==> config.mk <==
export PLATFORM = sky130hd
export DESIGN_NAME = mips_imem_arb
export DESIGN_NICKNAME = d
export VERILOG_FILES = /design/src/rtl/mips_imem_arb.sv
export SDC_FILE = /design/constraint.sdc
export NUM_CORES = 1
export LEC_CHECK = 0
export ABC_AREA = 1
export CAP_MARGIN = 20
export CORE_ASPECT_RATIO = 1.4
export CORE_MARGIN = 3
export CORE_UTILIZATION = 40
export DETAILED_ROUTE_END_ITERATION = 8
export MAX_ROUTING_LAYER = met4
export PLACE_DENSITY_LB_ADDON = 0.12
export SLEW_MARGIN = 20
export SYNTH_ARGS = -nofsm -noshare
export SYNTH_HDL_FRONTEND = slang
export SYNTH_SLANG_ARGS = --single-unit
==> constraint.sdc <==
create_clock -name clk -period 2.1 [get_ports clk]
set_clock_uncertainty 0.05 [all_clocks]
set_input_delay 0.315 -clock clk [delete_from_list [all_inputs] [get_ports clk]]
set_output_delay 0.315 -clock clk [all_outputs]
set_load 0.03 [all_outputs]
==> src/rtl/mips_imem_arb.sv <==
// Two-port (fetch I / data D) arbiter onto a single-ported instruction/data memory.
// D has priority; a saturating counter lets I through after STARVE_LIM consecutive D wins.
`ifndef MIPS_ADDR_WIDTH
`define MIPS_ADDR_WIDTH 32
`endif
`ifndef MIPS_DATA_WIDTH
`define MIPS_DATA_WIDTH 32
`endif

module mips_imem_arb #(
  parameter int STARVE_LIM = 4
) (
  input  logic                          clk,
  input  logic                          rst_n,
  input  logic                          I_read,
  input  logic                          I_write,
  input  logic [`MIPS_ADDR_WIDTH-3:0]   I_addr,
  input  logic [`MIPS_DATA_WIDTH-1:0]   I_wdata,
  output logic [`MIPS_DATA_WIDTH-1:0]   I_rdata,
  output logic                          I_stall,
  input  logic                          D_read,
  input  logic                          D_write,
  input  logic [`MIPS_ADDR_WIDTH-3:0]   D_addr,
  input  logic [`MIPS_DATA_WIDTH-1:0]   D_wdata,
  output logic [`MIPS_DATA_WIDTH-1:0]   D_rdata,
  output logic                          D_stall,
  output logic                          mem_req,
  output logic                          mem_we,
  output logic [`MIPS_ADDR_WIDTH-3:0]   mem_addr,
  output logic [`MIPS_DATA_WIDTH-1:0]   mem_wdata,
  input  logic [`MIPS_DATA_WIDTH-1:0]   mem_rdata,
  input  logic                          mem_ready
);

  localparam int AW = `MIPS_ADDR_WIDTH - 2;
  localparam int DW = `MIPS_DATA_WIDTH;
  localparam logic [2:0] STARVE_MAX = 3'(STARVE_LIM);

  typedef enum logic [1:0] {IDLE, BUSY_I, BUSY_D} state_t;

  state_t          state_reg, state_next;
  logic            mem_we_reg;
  logic [AW-1:0]   mem_addr_reg;
  logic [DW-1:0]   mem_wdata_reg;
  logic [2:0]      starve_cnt_reg;
  logic [1:0]      done_reg;
  logic [DW-1:0]   rdata_reg [2];

  // Index 0 is the fetch port, index 1 the data port.
  logic [1:0]      port_rd, port_wr, port_req, port_elig, port_busy, finish, grant;
  logic [AW-1:0]   port_addr  [2];
  logic [DW-1:0]   port_wdata [2];
  logic            starve_hit, launch, sel;

  assign port_rd[0]    = I_read;
  assign port_wr[0]    = I_write;
  assign port_addr[0]  = I_addr;
  assign port_wdata[0] = I_wdata;
  assign port_rd[1]    = D_read;
  assign port_wr[1]    = D_write;
  assign port_addr[1]  = D_addr;
  assign port_wdata[1] = D_wdata;
  assign port_busy[0]  = (state_reg == BUSY_I);
  assign port_busy[1]  = (state_reg == BUSY_D);

  genvar gi;
  generate
    for (gi = 0; gi < 2; gi++) begin : g_port
      assign port_req[gi]  = port_rd[gi] | port_wr[gi];
      // A port whose access just completed sits out one IDLE cycle so it is not relaunched.
      assign port_elig[gi] = port_req[gi] & ~done_reg[gi];
      assign finish[gi]    = port_busy[gi] & mem_ready;
    end
  endgenerate

  assign starve_hit = (starve_cnt_reg == STARVE_MAX);
  assign grant[0]   = (state_reg == IDLE) & port_elig[0] & (~port_elig[1] | starve_hit);
  assign grant[1]   = (state_reg == IDLE) & port_elig[1] & ~grant[0];
  assign launch     = |grant;
  assign sel        = grant[1];

  always_comb begin
    state_next = state_reg;
    case (state_reg)
      IDLE: begin
        if (grant[1])      state_next = BUSY_D;
        else if (grant[0]) state_next = BUSY_I;
      end
      BUSY_I:  if (mem_ready) state_next = IDLE;
      BUSY_D:  if (mem_ready) state_next = IDLE;
      default: state_next = IDLE;
    endcase
  end

  always_ff @(posedge clk or negedge rst_n) begin
    if (!rst_n) begin
      state_reg      <= IDLE;
      mem_we_reg     <= 1'b0;
      mem_addr_reg   <= '0;
      mem_wdata_reg  <= '0;
      starve_cnt_reg <= '0;
    end else begin
      state_reg <= state_next;
      if (launch) begin
        // Write wins when a port raises both read and write.
        mem_we_reg    <= port_wr[sel];
        mem_addr_reg  <= port_addr[sel];
        mem_wdata_reg <= port_wdata[sel];
      end
      if (grant[0]) begin
        starve_cnt_reg <= '0;
      end else if (grant[1]) begin
        if (!port_elig[0])             starve_cnt_reg <= '0;
        else if (!starve_hit)          starve_cnt_reg <= starve_cnt_reg + 3'd1;
      end
    end
  end

  always_ff @(posedge clk or negedge rst_n) begin
    if (!rst_n) begin
      done_reg     <= '0;
      rdata_reg[0] <= '0;
      rdata_reg[1] <= '0;
    end else begin
      done_reg <= finish;
      for (int i = 0; i < 2; i++) begin
        if (finish[i] && !mem_we_reg) rdata_reg[i] <= mem_rdata;
      end
    end
  end

  assign mem_req   = (state_reg != IDLE);
  assign mem_we    = mem_we_reg;
  assign mem_addr  = mem_addr_reg;
  assign mem_wdata = mem_wdata_reg;
  assign I_rdata   = rdata_reg[0];
  assign D_rdata   = rdata_reg[1];
  assign I_stall   = port_req[0] & ~done_reg[0];
  assign D_stall   = port_req[1] & ~done_reg[1];

endmodule

==> flow_metrics.tcl, run 1 <==
set metrics [dict create \
    critPathRequiredTime_ns 1.74 \
    path_class "reg2out" \
    max_freq_mhz 510.2 \
    status "completed" \
    grt_pass1_vias 5851 \
    drv_cap 0 \
    synth_cells 639 \
    crit_fanout 5 \
    dieHeight_um 146.3 \
    path_buf_inv 3 \
    port_buffers 292 \
    drive_above_1_share 0.06270 \
    cp_cell_sequence "inv_1 -> ha_2 -> inv_2 -> dlygate4sd2_1" \
    hold_viol_final 0 \
    worstPathArrival_ns 1.60 \
    die_w_um 106.2 \
    use_met3 0.07917 \
    final_common_cell "clkdlybuf4s50_1" \
    final_cell_mix "clkdlybuf4s50_1 (288), nand2_1 (140), dfrtp_1 (134)" \
    clkSlewWorstSetupHoldPaths_ns 0.06 \
    gp_congestion 0.8158 \
    vias 5621 \
    r2r-start "state_reg[0]$_DFFE_PN0P_" \
    dieArea_sq_um 15540 \
    ant_nets 0 \
    synth_warnings 0 \
    final_net_count 1096 \
    clock_sink_count 134 \
    cts_made_buffers 17 \
    rsz0062_at_grt "no" \
    regToRegEndpoint "mem_addr[13]$_DFFE_PN0P_" \
    p_total_mw 15.97 \
    grt_pass1_wl_mm 30.52 \
    ys_seq_area_frac 0.5962 \
    worstHoldEndpoint "mem_addr[16]$_DFFE_PN0P_" \
    dp_hpwl_mm 13.93 \
    top_usage_layer "met2" \
    rows 50 \
    layout_min_cycle_time_ns 1.960 \
    critPathLaunchType "register" \
    p_leak_nw 4.156 \
    grtUsageMet2 0.4213 \
    grtUsageMet1 0.2876 \
    finalCritPeriodShare 0.9334 \
    grt_usage 0.2538 \
    viasPerCell 5.001 \
    synth.distinct_cells 17 \
    timing.setup.tns_ns 0 \
    timing.slew.headroom 0.5416 \
    hold_class "in2reg" \
    routed_wl_mm 19.32 \
    start_util 0.4143 \
    slew_violations 0 \
    drt_iter0_markers 306 \
    fp.coreArea_sq_um 13580 \
    min_from "I_addr[16]" \
    ys_ff_latch 134 \
    vdd_ir_drop_max_mv 0.9540 \
    worst_pin_slew_ns 0.6876 \
    ff2ff_setup_slack_ns 0.18 \
    clockRootBuffer "clkbuf_16" \
    grt_overflow 0 \
    insertion_delay_ns 0.40 \
    wire_per_inst_um 17.19 \
    critical_path.max_stage_delay_ns 0.42 \
    pin_count 293 \
    hold_ws_ns 0.4148 \
    cpMaxStageDelayCell "dlygate4sd2_1" \
    power_density_nw_per_um2 1699 \
    ff2ff_path_depth 9 \
    postCtsSetupBuffers 0 \
    grt_max_degree 72 \
    crit_family "buffers and inverters" \
    htree_levels 4 \
    syn_area_per_cell_sq_um 8.801 \
    setup_violations 0 \
    firstDrtPassIters 5 \
    syn-num-nets 807 \
    antenna_found_initial 1 \
    endpoint_kind "primary output" \
    cts_tree "built" \
    syn_area_sq_um 5624 \
    areaGrowthSynthToFinish_pct 67.19 \
    whs_path_depth 3 \
    clk_path_buf_depth 2 \
    final_core_util 0.6926 \
    drc_errors 0 \
]
-- through the flow --
stage / cell area [sq um] / instances / setup slack (ns)
finish: 9403 / 1124 / 0.1398
global route: 9403 / 1124 / 0.01930
CTS: 9364 / 1122 / 0.04631
detailed placement: 8752 / 1089 / 0.02775
global placement: 8752 / 1089 / 0.1146
floorplan: 5624 / 639 / 0.3630
-- area by class of cell --
class | instances | area [sq um]
Antenna cell | 1 | 2.502
Clock buffer | 17 | 425.4
Clock inverter | 15 | 177.7
Sequential cell | 134 | 3353
Fill cell | 1111 | 4173
Timing Repair Buffer | 309 | 3132
Inverter | 48 | 180.2
Multi-Input combinational cell | 418 | 1904
Tap cell | 182 | 227.7
-- where the power goes --
| part | switching (mW) | internal (mW) |
|---|---|---|
| Sequential | 0.657 | 3.79 |
| Clock | 1.15 | 1.87 |
| Combinational | 5.17 | 3.34 |
| Total | 6.97 | 9.00 |
-- synth_stat cells --
master / n / area (sq um)
nand3b_1: 1 / 7.510
ha_1: 5 / 62.56
inv_1: 47 / 176.4
nand3_1: 4 / 20.02
clkbuf_1: 27 / 101.4
inv_2: 1 / 3.750
nand2_1: 144 / 540.5
nand3_2: 1 / 10.01
o21ai_1: 11 / 55.05
buf_2: 4 / 20.02
dfrtp_1: 134 / 3353
a21oi_1: 67 / 335.3
nor2_1: 65 / 244.0
buf_6: 6 / 67.56
o21ai_0: 119 / 595.6
buf_4: 2 / 15.01
nor3_4: 1 / 16.27
-- metal layers --
metal | vias up | routed length, um
met2 | 265 | 9916
met4 | 0 | 542
li1 | 2641 | -
met5 | - | 0
met3 | 40 | 1700
met1 | 2675 | 7160
-- repair_timing --
| action | CTS | global route |
|---|---|---|
| cloned | 0 | 1 |
| hold buffers | 1 | 0 |
| endpoints found under the hold margin | 68 | 0 |
| pin swaps | 0 | 0 |
| resized for setup | 1 | 3 |
| setup endpoints to repair | 1 | 61 |
-- worst min-delay path, stage by stage --
cell and delay (ns):
clkdlybuf4s50_1 0.39, nand2_1 0.07, a21oi_1 0.05
-- how the worst max path moves through the flow --
stage	cells past startpoint	startpoint	end
final	4	state_reg[0]$_DFFE_PN0P_	mem_req
after global routing	9	state_reg[0]$_DFFE_PN0P_	mem_wdata[6]$_DFFE_PN0P_
after CTS	4	state_reg[0]$_DFFE_PN0P_	mem_req
after detailed placement	10	I_write	mem_addr[13]$_DFFE_PN0P_
after global placement	10	I_write	mem_wdata[16]$_DFFE_PN0P_
after floorplan	9	state_reg[0]$_DFFE_PN0P_	mem_wdata[17]$_DFFE_PN0P_
-- cell families after synthesis --
| kind of cell | share of synthesized area |
|---|---|
| and+or+nand+nor | 0.1491 |
| DFF | 0.5962 |
| AOI/OAI and AO/OA | 0.1753 |
| adders and majority gates | 0.01112 |
| buffers and inverters | 0.06830 |
Power figures use the tool's default switching activity.
==> run 2: changes to the inputs <==
clock period = 1.85 ns   (was 2.1 ns; I/O delays follow)
==> flow_metrics.tcl, run 2 (synthesized netlist as in run 1, its figures left out) <==
set metrics [dict create \
    status "completed" \
    final_cell_mix "clkdlybuf4s50_1 (286), nand2_1 (139), dfrtp_1 (134)" \
    final_net_count 1103 \
    cts_tree "built" \
    die_w_um 106.2 \
    htree_levels 4 \
    p_comb_frac 0.543 \
    p_leak_nw 4.287 \
    pin_count 293 \
    firstDrtPassIters 4 \
    drive_above_1_share 0.06962 \
    dieArea_sq_um 15540 \
    grt_pass1_vias 5730 \
    cpMaxStageDelayCell "clkdlybuf4s50_1" \
    gp_congestion 0.7978 \
    port_buffers 292 \
    timing.slew.headroom 0.7402 \
    dp_hpwl_mm 13.74 \
    path_class "reg2out" \
    final_common_cell "clkdlybuf4s50_1" \
    max_freq_mhz 556.2 \
    clock_sink_count 134 \
    insertion_delay_ns 0.41 \
    p_clk_frac 0.190 \
    clkSlewWorstSetupHoldPaths_ns 0.06 \
    drv_cap 0 \
    layout_min_cycle_time_ns 1.798 \
    crit_family "buffers and inverters" \
    critPathLaunchType "register" \
    cts_made_buffers 17 \
    vdd_ir_drop_max_mv 1.028 \
    dieHeight_um 146.3 \
    p_sw_frac 0.4226 \
    setup_slack_ns 0.05223 \
    setup_violations 0 \
    p_total_mw 18.82 \
    clockRootBuffer "clkbuf_16" \
    grt_pass1_wl_mm 29.70 \
    path_buf_inv 1 \
    vias 5611 \
    switchingPower_mw 7.955 \
    placed_area_sq_um 8860 \
    sequentialPowerShare 0.267 \
    critical_path.max_stage_delay_ns 0.73 \
    grt_overflow 0 \
    ff2ff_setup_slack_ns 0.09 \
    wire_per_inst_um 16.87 \
    routed_wl_mm 19.06 \
    timing.setup.tns_ns 0 \
    clk_path_buf_depth 2 \
    dpl_worst_slack_ns -0.1016 \
    diodes 0 \
    crit_fanout 2 \
    nFillCells 1068 \
    stdcell_area_sq_um 9632 \
    hold_viol_final 0 \
    grt_max_degree 65 \
    fp.coreArea_sq_um 13580 \
    worstPathArrival_ns 1.47 \
    hold_class "in2async" \
    rows 50 \
    endpoint_kind "primary output" \
    cp_cell_sequence "clkdlybuf4s50_1" \
    start_util 0.4143 \
    intPower_mw 10.87 \
    viasPerCell 4.965 \
    grt_usage 0.2482 \
    power_density_nw_per_um2 1954 \
    antenna_found_initial 0 \
    drc_errors 0 \
    drt_iter0_markers 271 \
    areaGrowthSynthToFinish_pct 71.26 \
    finalCritPeriodShare 0.9718 \
    critPathRequiredTime_ns 1.52 \
    slew_violations 0 \
    worst_pin_slew_ns 0.3885 \
    ant_nets 0 \
]
[run 2: worst paths after layout]
| check | startpoint | endpoint | cells past startpoint |
|---|---|---|---|
| hold / removal | rst_n | mem_addr[25]$_DFFE_PN0P_ | 2 |
| setup reg to reg | state_reg[0]$_DFFE_PN0P_ | mem_addr[20]$_DFFE_PN0P_ | 9 |
| max in group asynchronous | rst_n | mem_wdata[10]$_DFFE_PN0P_ | 3 |
| hold reg to reg | D_rdata[23]$_DFFE_PN0P_ | D_rdata[23]$_DFFE_PN0P_ | 2 |
| setup / recovery | mem_wdata[22]$_DFFE_PN0P_ | mem_wdata[22] | 1 |
| min in group clk | I_wdata[8] | mem_wdata[8]$_DFFE_PN0P_ | 3 |
[run 2: repair_timing]
item / in CTS / in global routing
pin swaps: 0 / 5
resized for setup: 1 / 15
buffers inserted: 0 / 3
endpoints found under the setup margin: 1 / 65
endpoints found under the hold margin: 33 / 0
cloned: 0 / 3
hold buffers: 1 / 0
[run 2: cell type report]
type,instances,area (sq um),area share
Clock buffer,21,460.4,0.04780
Clock inverter,11,173.9,0.01806
Inverter,48,180.2,0.01871
Multi-Input combinational cell,418,1926,0.1999
Sequential cell,134,3353,0.3481
Tap cell,182,227.7,0.02364
Timing Repair Buffer,316,3311,0.3437
[run 2: power groups by stage]
stage / Clock (mW) / Sequential (mW) / Combinational, mW
floorplan: 0 / 7.53 / 2.99
global placement: 0 / 4.99 / 9.61
detailed placement: 0 / 5.05 / 9.83
CTS: 3.65 / 5.03 / 9.86
global route: 3.78 / 5.19 / 11.0
finish: 3.57 / 5.02 / 10.2
[run 2: routing by layer]
metal	track usage	vias to the layer above	routed length (um)
met2	0.4001	224	9467
li1	-	2665	-
met5	-	-	0
met3	0.08315	40	1554
met4	0.09397	0	558
met1	0.2866	2682	7481
[run 2: through the flow]
stage,hold slack (ns),util,instances
detailed placement,0.1438,0.6526,1092
global route,0.3150,0.7095,1130
global placement,0.1439,0.6526,1092
finish,0.2708,0.7095,1130
CTS,0.2808,0.7000,1125
floorplan,-0.06809,-,639
